==> src/rtl/icb_pkg.sv <==
// Shared ICB field widths and the decode helpers used by the ICB address splitter.
package icb_pkg;

  localparam int unsigned ICB_AW     = 32;
  localparam int unsigned ICB_DW     = 32;
  localparam int unsigned ICB_MW     = ICB_DW / 8;
  localparam int unsigned ICB_MAX_AW = 64;

  // Port-id width that can also encode the pseudo-port n.
  function automatic int unsigned splt_ptr_w(input int unsigned n);
    return $clog2(n + 1);
  endfunction

  function automatic logic region_hit(input logic [ICB_MAX_AW-1:0] addr,
                                      input logic [ICB_MAX_AW-1:0] base,
                                      input logic [ICB_MAX_AW-1:0] mask);
    return (addr & mask) == (base & mask);
  endfunction

endpackage

==> src/rtl/icb_splt_addr_dec.sv <==
// Combinational region decoder: lowest-index hit selects the port, no hit yields SPLT_NUM.
module icb_splt_addr_dec
  import icb_pkg::*;
#(
  parameter int unsigned            AW         = ICB_AW,
  parameter int unsigned            SPLT_NUM   = 4,
  parameter int unsigned            SPLT_PTR_W = splt_ptr_w(SPLT_NUM),
  parameter logic [SPLT_NUM*AW-1:0] BASE_ADDRS = '0,
  parameter logic [SPLT_NUM*AW-1:0] ADDR_MASKS = '0
) (
  input  logic [AW-1:0]         i_addr,
  output logic [SPLT_NUM-1:0]   o_hit,
  output logic [SPLT_PTR_W-1:0] o_tgt_id
);

  always_comb begin
    o_hit = '0;
    for (int unsigned i = 0; i < SPLT_NUM; i++) begin
      o_hit[i] = region_hit(ICB_MAX_AW'(i_addr),
                            ICB_MAX_AW'(BASE_ADDRS[i*AW +: AW]),
                            ICB_MAX_AW'(ADDR_MASKS[i*AW +: AW]));
    end
  end

  // Scan from the top so the lowest-index hit is the last assignment.
  always_comb begin
    o_tgt_id = SPLT_PTR_W'(SPLT_NUM);
    for (int unsigned i = SPLT_NUM; i > 0; i--) begin
      if (o_hit[i-1]) o_tgt_id = SPLT_PTR_W'(i - 1);
    end
  end

endmodule

==> src/rtl/icb_addr_splt.sv <==
// ICB 1-to-N address splitter with in-order responses (one target outstanding at a time).
// Optional macro ICB_ADDR_SPLT_DEFAULT_SLV_EN: misses go to an internal error-responding default slave.
module icb_addr_splt
  import icb_pkg::*;
#(
  parameter int unsigned            AW         = ICB_AW,
  parameter int unsigned            DW         = ICB_DW,
  parameter int unsigned            SPLT_NUM   = 4,
  parameter int unsigned            SPLT_PTR_W = splt_ptr_w(SPLT_NUM),
  parameter int unsigned            OUTS_NUM   = 2,
  parameter logic [SPLT_NUM*AW-1:0] BASE_ADDRS = '0,
  parameter logic [SPLT_NUM*AW-1:0] ADDR_MASKS = '0
) (
  input  logic                         clk,
  input  logic                         rst,
  input  logic                         i_icb_cmd_valid,
  output logic                         i_icb_cmd_ready,
  input  logic                         i_icb_cmd_read,
  input  logic [AW-1:0]                i_icb_cmd_addr,
  input  logic [DW-1:0]                i_icb_cmd_wdata,
  input  logic [DW/8-1:0]              i_icb_cmd_wmask,
  output logic                         i_icb_rsp_valid,
  input  logic                         i_icb_rsp_ready,
  output logic                         i_icb_rsp_err,
  output logic [DW-1:0]                i_icb_rsp_rdata,
  output logic [SPLT_NUM-1:0]          o_bus_icb_cmd_valid,
  input  logic [SPLT_NUM-1:0]          o_bus_icb_cmd_ready,
  output logic [SPLT_NUM-1:0]          o_bus_icb_cmd_read,
  output logic [SPLT_NUM*AW-1:0]       o_bus_icb_cmd_addr,
  output logic [SPLT_NUM*DW-1:0]       o_bus_icb_cmd_wdata,
  output logic [SPLT_NUM*(DW/8)-1:0]   o_bus_icb_cmd_wmask,
  input  logic [SPLT_NUM-1:0]          o_bus_icb_rsp_valid,
  output logic [SPLT_NUM-1:0]          o_bus_icb_rsp_ready,
  input  logic [SPLT_NUM-1:0]          o_bus_icb_rsp_err,
  input  logic [SPLT_NUM*DW-1:0]       o_bus_icb_rsp_rdata
);

  localparam int unsigned CNT_W = $clog2(OUTS_NUM + 1);
`ifdef ICB_ADDR_SPLT_DEFAULT_SLV_EN
  localparam logic [SPLT_PTR_W-1:0] DFLT_ID = SPLT_PTR_W'(SPLT_NUM);
  localparam logic [SPLT_PTR_W-1:0] MISS_ID = DFLT_ID;
`else
  localparam logic [SPLT_PTR_W-1:0] MISS_ID = SPLT_PTR_W'(SPLT_NUM - 1);
`endif

  logic [SPLT_NUM-1:0]   w_hit;
  logic [SPLT_PTR_W-1:0] w_dec_id;
  logic [SPLT_PTR_W-1:0] w_tgt_id;
  logic                  w_busy;
  logic                  w_stall;
  logic                  w_sel_cmd_ready;
  logic                  w_sel_rsp_valid;
  logic                  w_sel_rsp_err;
  logic [DW-1:0]         w_sel_rsp_rdata;
  logic                  w_cmd_hs;
  logic                  w_rsp_hs;

  logic [CNT_W-1:0]      r_outs_cnt;
  logic [SPLT_PTR_W-1:0] r_cur_id;

  icb_splt_addr_dec #(
    .AW        (AW),
    .SPLT_NUM  (SPLT_NUM),
    .SPLT_PTR_W(SPLT_PTR_W),
    .BASE_ADDRS(BASE_ADDRS),
    .ADDR_MASKS(ADDR_MASKS)
  ) u_dec (
    .i_addr  (i_icb_cmd_addr),
    .o_hit   (w_hit),
    .o_tgt_id(w_dec_id)
  );

  assign w_tgt_id = (|w_hit) ? w_dec_id : MISS_ID;
  assign w_busy   = (r_outs_cnt != '0);
  assign w_stall  = (r_outs_cnt == CNT_W'(OUTS_NUM)) | (w_busy & (w_tgt_id != r_cur_id));

  assign o_bus_icb_cmd_read  = {SPLT_NUM{i_icb_cmd_read}};
  assign o_bus_icb_cmd_addr  = {SPLT_NUM{i_icb_cmd_addr}};
  assign o_bus_icb_cmd_wdata = {SPLT_NUM{i_icb_cmd_wdata}};
  assign o_bus_icb_cmd_wmask = {SPLT_NUM{i_icb_cmd_wmask}};

  always_comb begin
    o_bus_icb_cmd_valid = '0;
    o_bus_icb_rsp_ready = '0;
    w_sel_cmd_ready     = 1'b0;
    w_sel_rsp_valid     = 1'b0;
    w_sel_rsp_err       = 1'b0;
    w_sel_rsp_rdata     = '0;
    for (int unsigned k = 0; k < SPLT_NUM; k++) begin
      if (w_tgt_id == SPLT_PTR_W'(k)) begin
        o_bus_icb_cmd_valid[k] = i_icb_cmd_valid & ~w_stall;
        w_sel_cmd_ready        = o_bus_icb_cmd_ready[k];
      end
      if (r_cur_id == SPLT_PTR_W'(k)) begin
        o_bus_icb_rsp_ready[k] = w_busy & i_icb_rsp_ready;
        w_sel_rsp_valid        = o_bus_icb_rsp_valid[k];
        w_sel_rsp_err          = o_bus_icb_rsp_err[k];
        w_sel_rsp_rdata        = o_bus_icb_rsp_rdata[k*DW +: DW];
      end
    end
`ifdef ICB_ADDR_SPLT_DEFAULT_SLV_EN
    // Default slave accepts immediately; its error response is pending whenever it is current.
    if (w_tgt_id == DFLT_ID) w_sel_cmd_ready = 1'b1;
    if (r_cur_id == DFLT_ID) begin
      w_sel_rsp_valid = 1'b1;
      w_sel_rsp_err   = 1'b1;
      w_sel_rsp_rdata = '0;
    end
`endif
  end

  assign i_icb_cmd_ready = ~w_stall & w_sel_cmd_ready;
  assign i_icb_rsp_valid = w_busy & w_sel_rsp_valid;
  assign i_icb_rsp_err   = w_sel_rsp_err;
  assign i_icb_rsp_rdata = w_sel_rsp_rdata;

  assign w_cmd_hs = i_icb_cmd_valid & i_icb_cmd_ready;
  assign w_rsp_hs = i_icb_rsp_valid & i_icb_rsp_ready;

  always_ff @(posedge clk or posedge rst) begin
    if (rst) begin
      r_outs_cnt <= '0;
      r_cur_id   <= '0;
    end else begin
      if (w_cmd_hs) r_cur_id <= w_tgt_id;
      if (w_cmd_hs & ~w_rsp_hs)      r_outs_cnt <= r_outs_cnt + CNT_W'(1);
      else if (~w_cmd_hs & w_rsp_hs) r_outs_cnt <= r_outs_cnt - CNT_W'(1);
    end
  end

endmodule

==> config.mk <==
export PLATFORM = sky130hd
export DESIGN_NAME = icb_addr_splt
export DESIGN_NICKNAME = d
export VERILOG_FILES = /design/src/rtl/icb_pkg.sv /design/src/rtl/icb_splt_addr_dec.sv /design/src/rtl/icb_addr_splt.sv
export SDC_FILE = /design/constraint.sdc
export NUM_CORES = 1
export LEC_CHECK = 0
export CAP_MARGIN = 20
export CORE_AREA = 2 2 208 210
export DETAILED_ROUTE_END_ITERATION = 8
export DIE_AREA = 0 0 210 212
export PLACE_DENSITY = 0.46
export SYNTH_ARGS = -nofsm -noshare
export SYNTH_HDL_FRONTEND = slang
export SYNTH_HIERARCHICAL = 1
export SYNTH_SLANG_ARGS = --single-unit
==> constraint.sdc <==
create_clock -name clk -period 4.7 [get_ports clk]
set_input_delay 0.94 -clock clk [delete_from_list [all_inputs] [get_ports clk]]
set_output_delay 0.94 -clock clk [all_outputs]
set_load 0.02 [all_outputs]
==> Word-level counts from Yosys, hierarchy flattened <==
Index checks and enable logic that the tools add are counted.
{ "classes": {"add_sub_neg": 2, "n_eq_ne": 1, "n_mux": 2, "bitwise": 11, "reduce_logical": 2} }
{ "ops": {"columns": ["cell", "count"], "rows": [
  ["1-bit AND", 8],
  ["2-bit 2-to-1 mux", 2],
  ["2-bit nonzero test", 2],
  ["1-bit inverter", 3],
  ["2-bit by 1-bit adder with 2-bit output (second input constant)", 1],
  ["2-bit == test (second input constant)", 1],
  ["2-bit by 1-bit subtractor with 2-bit output (second input constant)", 1]
]} }
{ "totals": {"ff_bits": 2, "input_bits": 213, "output_inout_bits": 319} }

==> Longest topological paths before layout <==
Gate-level depths: netlist of the first run.
{ "logic_depth": {"depth_word": 8, "ltp_mapped": 11, "mapped_depth_nobuf": 9} }

==> By module <==
Netlist of the first run, hierarchy kept.
{ "modules_own_cells": {"columns": ["mod", "n_inst", "cells_per_inst", "area_each_um2"], "rows": [
  ["icb_addr_splt", 1, 416, 3608.5],
  ["icb_splt_addr_dec", 1, 9, 60.1]
]} }

==> Least setup slack after synthesis of the first run <==
No wires, ideal clock.
{ "synth_path": {"path_kind": "input to output", "startpoint": "input i_icb_rsp_ready", "endpoint": "output o_bus_icb_rsp_ready[1] (netlist name)", "arrival_time_ns": 1.794, "required_ns": 3.760, "setup_slack_ns": 1.966, "stages": 3, "path_buffers": 0, "path_cell_list": "o21ai_0 > or2_2 > nor3_1"} }
{ "synth_rtl": {"columns": ["item", "line_no", "rtl"], "rows": [
  ["from (decl)", "icb_addr_splt.sv:23", "input logic i_icb_rsp_ready,"]
]} }

==> results.toml, run 1 <==
[final_layout]
multi_input_area_um2 = 1350
nNetsFinal = 536
utilization_pct = 9.67
drive_gt1_share_pct = 15.0
syn_to_final_growth_pct = 12.1
final_cell_mix = "clkdlybuf4s50_1, nor2b_1, mux4_2"
final-seq-area_um2 = 131
layout_commonest_cell = "clkdlybuf4s50_1"
nFillCells = 4890

[sta]
tightest_slew_ns = 0.842
rsz0062_at_grt = "false"
setup_viol = 0
clock_skew_ns = 0.000427
finalMaxSlewViolations = 0
period_minus_slack_ns = 3.67
holdWs_ns = 0.548
setup_tns_ns = 0
slew_headroom_pct = 43.8
max_freq_mhz = 273
period_share_pct = 78.0
hold_viol = 0

[die]
core_area_um2 = 42500
die_w_um = 210
rows = 76
initial_utilization_pct = 8.63
io_pins = 532
die_h_um = 212
dieArea_um2 = 44500

[pwr]
leakagePower_uw = 0.00132
p_per_area_nw_per_um2 = 393
ir_drop_mv = 0.204

[place]
post-dp-hpwl_um = 9270
port_buffers = 183
place_congestion = 0.699

[global_route]
grt_max_degree = 42
grt_pass1_wl_um = 15500
grt_usage_pct = 4.70
grt_pass1_vias = 2273
antenna_found_initial = 2
grt-ovfl-total = 0

[status]
status = "completed"

[logic_synthesis]
yosys_warnings = 6
synth_area_um2 = 3670
synth_ff_type = "dfrtp_1"
yosys.area.top_type_share_pct = 58.1
synth_cells = 425
synth-seq-cells = 5
synthArstFlopShare_pct = 100
yosysSeqAreaShare_pct = 3.41
yosysTopAreaCell = "buf_4"
synth_edf_count = 0
syn_area_per_cell_um2 = 8.63
synthTopCellsByArea = "buf_4, mux4_2, nor2b_1, dfrtp_1, buf_2"
yosysUniqueCellTypes = 34

[routing]
drt_iter0_drc = 103
num_vias = 2174
drt-total-wl_um = 11400
vias_per_cell = 2.50
postRouteAntennaNets = 0
wl_per_cell_um = 13.2
drc_errors = 0
firstDrtPassIters = 4

[clocking]
postCtsHoldBufs = 0
cts_buffers = 3
clock-sinks = 5
insertion_delay_ns = 0.23
root_buffer = "clkbuf_16"
ctsResizeCount = 0
cts_tree = "yes"
cts_buffer_depth = 2
cts_max_level = 1
clk_pin_slew_ns = 0.03
cts_setup_buffers = 0

[worst_setup_path]
crit_chain = "or3_1 -> a31oi_2 -> nand4_1 -> nor3_1 -> clkdlybuf4s50_1"
end_kind = "output pin"
r2r_end = "r_outs_cnt[1]$_DFFE_PP0P_"
r2r_cells = 8
cp.arrival_ns = 2.73
path_class = "reg -> out"
cp-start-kind = "register"
cp.required_ns = 3.76
crit_path_max_fanout = 39
r2r_start = "r_cur_id[1]$_DFFE_PP0P_"
cp_slowest_stage_delay_ns = 0.76
crit_slowest_cell = "dfrtp_4"
worst-r2r-setup-slack_ns = 2.17

[min_path]
hold_path_class = "reg -> reg"
hold_start = "r_outs_cnt[1]$_DFFE_PP0P_"
hold_end = "r_outs_cnt[1]$_DFFE_PP0P_"
holdPathStages = 1

[flow_run]
maxCapViolations = 0
==> registers in the layout (all words and copies together) (netlist names) <==
name	count
r_cur_id	3
r_outs_cnt	2
==> where the power goes <==
group	total, µW	internal, µW	switching, µW	leakage, µW
combinational	1260	746	518	0.00123
clock	141	112	28.4	0.0000382
sequential	212	62.5	150	0.0000562
==> Yosys cell counts (all sizes together), types with 3 or more instances <==
master and n:
buf 291, clkbuf 7, dfrtp 5, inv 4, mux2i 3, mux4 34
nor2 6, nor2b 36, nor3 3, nor3b 4, nor4 4, o21ai 5
==> per-stage QoR <==
| step | area, µm² | total power [µW] | setup slack, ns | cells |
|---|---|---|---|---|
| 2_1_floorplan | 3690 | 1250 | 1.97 | 430 |
| 3_3_place_gp | 4030 | 1490 | 1.03 | 863 |
| 3_5_place_dp | 4030 | 1490 | 1.03 | 863 |
| 4_1_cts | 4110 | 1640 | 0.947 | 867 |
| 5_1_grt | 4110 | 1720 | 0.753 | 867 |
| 6_report | 4110 | 1620 | 1.03 | 868 |
==> how the worst max path moves through the flow <==
stage	start	endpoint	slack, ns
final	r_cur_id[0]$_DFFE_PP0P_	o_bus_icb_cmd_valid[0]	1.03
after CTS	r_cur_id[0]$_DFFE_PP0P_	o_bus_icb_cmd_valid[0]	0.95
after detailed placement	o_bus_icb_rsp_rdata[65]	i_icb_rsp_rdata[1]	1.03
after floorplan	i_icb_rsp_ready	o_bus_icb_rsp_ready[1]	1.97
after global routing	r_cur_id[0]$_DFFE_PP0P_	o_bus_icb_cmd_valid[0]	0.75
after global placement	o_bus_icb_rsp_rdata[65]	i_icb_rsp_rdata[1]	1.03
==> cell families after synthesis <==
logic type      Yosys count  share of synthesized area, %
buf+inv                 302                          60.2
xor+xnor                  4                         0.955
simple gates             63                          11.3
flops                     5                          3.41
mux                      37                          21.7
other cells               2                         0.205
fa+ha+maj                 1                         0.341
compound gates           11                          1.94
==> worst max-delay path: cells and delay by family, from the launching register on <==
kind	cells	cell delay (ns)
buf+inv	1	0.63
simple gates	3	0.86
flops	1	0.76
compound gates	1	0.24
==> cell type report <==
type | count | area share [%]
diodes | 1 | 0.0609
clock buffers | 4 | 1.92
inverters | 4 | 0.365
multi-input cells | 123 | 32.9
flip-flops and latches | 5 | 3.20
well taps | 546 | 16.6
repair buffers | 185 | 44.9
==> routing by layer <==
layer	GRT usage (%)	wire length, µm	part of all wire [%]
met1	5.54	4550	40
met2	6.56	4840	42
met3	3.09	1590	14
met4	2.13	449	3.9
met5	0	13	0.11
Power figures use the tool's default switching activity.
==> run 2, diff against run 1 <==
Settings changed: CORE_AREA 2 2 208 210 to 2 2 210 212, DIE_AREA 0 0 210 212 to 0 0 212 214, PLACE_DENSITY 0.46 to 0.45.
Clock period 4.7 ns to 3.5 ns, I/O delays scaled along.
==> run 2 against run 1 <==
Against the previous run: clock-buffer cell count unchanged; die area rose by 1.9%; via count fell by 1.1%; setup slack lost 0.69 ns; power rose by 35%; cell area is 2.1% higher; sequential power decreased by 41%; core utilization up 0.12 points; combinational power is 49% higher.
==> results.toml, run 2 (synthesis gave the netlist of run 1 again) <==
[routing]
postRouteAntennaNets = 0
drt-total-wl_um = 11000
num_vias = 2151
vias_per_cell = 2.37
drt_iter0_drc = 88
firstDrtPassIters = 4
wl_per_cell_um = 12.1
drc_errors = 0

[pwr]
p_per_area_nw_per_um2 = 522
switchingPower_uw = 908
swShare_pct = 41.5
seqPwrFrac_pct = 5.7
combPwrFrac_pct = 85.8
ir_drop_mv = 0.243
p_total_uw = 2190
leakagePower_uw = 0.00134
internal_power_uw = 1280
pwr-share-clk_pct = 8.5

[clocking]
postCtsHoldBufs = 0
clock-sinks = 5
ctsResizeCount = 0
cts_max_level = 1
cts_tree = "yes"
insertion_delay_ns = 0.23
clk_pin_slew_ns = 0.03
cts_buffers = 3
cts_buffer_depth = 2
cts_setup_buffers = 0
root_buffer = "clkbuf_16"

[sta]
hold_viol = 0
setup_viol = 0
tightest_slew_ns = 0.689
clock_skew_ns = 0.00284
slew_headroom_pct = 54.0
finalMaxSlewViolations = 0
period_share_pct = 90.2
max_freq_mhz = 317
setup_tns_ns = 0
rsz0062_at_grt = "false"
period_minus_slack_ns = 3.16

[place]
dp_cells = 904
port_buffers = 183
dpl_cell_area_um2 = 4120
place_congestion = 0.704
post-dp-hpwl_um = 8850

[final_layout]
final_cell_mix = "clkdlybuf4s50_1, nor2b_1, mux4_2"
drive_gt1_share_pct = 15.5
largest-register = "r_cur_id"
diodes = 0
syn_to_final_growth_pct = 14.4
final_cell_area_um2 = 4200
nNetsFinal = 538
final_cells = 908
top_regs = "r_cur_id: 3 flops, r_outs_cnt: 2 flops"
largest_register_ffs = 3
layout_commonest_cell = "clkdlybuf4s50_1"

[worst_setup_path]
r2r_cells = 8
r2r_end = "r_outs_cnt[1]$_DFFE_PP0P_"
cp.required_ns = 2.80
cp-startpoint = "o_bus_icb_cmd_ready[0]"
path_class = "in -> out"
cp-start-kind = "input pin"
cp.arrival_ns = 2.46
r2r_start = "r_cur_id[0]$_DFFE_PP0P_"
end_kind = "output pin"
crit_path_max_fanout = 2
worst-r2r-setup-slack_ns = 1.41
setup.worst_path.end = "i_icb_cmd_ready"

[die]
die_h_um = 214
rows = 76
initial_utilization_pct = 8.55
io_pins = 532
dieArea_um2 = 45400
die_w_um = 212
core_area_um2 = 42900

[min_path]
hold_path_class = "reg -> reg"

[flow_run]
maxCapViolations = 0

[global_route]
grt_pass1_vias = 2429
antenna_found_initial = 3
grt_max_degree = 42
grt_usage_pct = 4.56
grt-ovfl-total = 0
grt_pass1_wl_um = 15600

[status]
status = "completed"
-- run 2: cell types whose count changed in the layout (fill, tap and decap cells not counted), sizes merged --
cell   previous run  this run
buf               2         4
diode             1         0
-- run 2: power by group through the flow --
stage               Combinational, µW  Sequential (µW)  Clock [µW]
floorplan                        1580             96.9           0
global placement                 1910              126           0
detailed placement               1910              126           0
CTS                              1920              126         190
global route                     2010              132         197
finish                           1880              125         187
-- run 2: worst min path at each step --
stage                               from                        end  slack (ns)  cells past startpoint
5_1_grt        r_outs_cnt[1]$_DFFE_PP0P_  r_outs_cnt[1]$_DFFE_PP0P_        0.58                      1
3_3_place_gp   r_outs_cnt[1]$_DFFE_PP0P_  r_outs_cnt[1]$_DFFE_PP0P_        0.55                      1
4_1_cts        r_outs_cnt[1]$_DFFE_PP0P_  r_outs_cnt[1]$_DFFE_PP0P_        0.55                      1
2_1_floorplan                        rst    r_cur_id[0]$_DFFE_PP0P_        0.48                      1
3_5_place_dp   r_outs_cnt[1]$_DFFE_PP0P_  r_outs_cnt[1]$_DFFE_PP0P_        0.54                      1
6_report       r_outs_cnt[1]$_DFFE_PP0P_  r_outs_cnt[1]$_DFFE_PP0P_        0.54                      1
-- run 2: worst max-delay path, cell delays in order --
cell and delay [ns]:
clkdlybuf4s50_1 0.47, or3b_1 0.34, a21oi_1 0.14, a221oi_1 0.07
nor2_1 0.12, clkdlybuf4s50_1 0.61
-- run 2: layout make-up --
type / count / area [µm²]
Clock buffer: 4 / 78.8
Multi-Input combinational cell: 123 / 1350
Sequential cell: 5 / 131
Fill cell: 4977 / 38700
Timing Repair Buffer: 187 / 1890
Tap cell: 585 / 732
Inverter: 4 / 15.0
-- run 2: through the flow --
step                      hold slack (ns)  setup WS [ns]  util, %
after floorplan                     0.479           1.13        -
after global placement              0.546          0.335     9.60
after detailed placement            0.539          0.359     9.60
after CTS                           0.549          0.345     9.79
after global routing                0.578          0.207     9.79
final                               0.545          0.342     9.79
-- run 2: routing by layer --
metal  up-vias  wire, µm  track usage [%]
met4         4       462             2.00
met3        58      1690             3.03
li1        911         -                -
met1       944      4120             5.21
met5         -        23                0
met2       234      4700             6.57
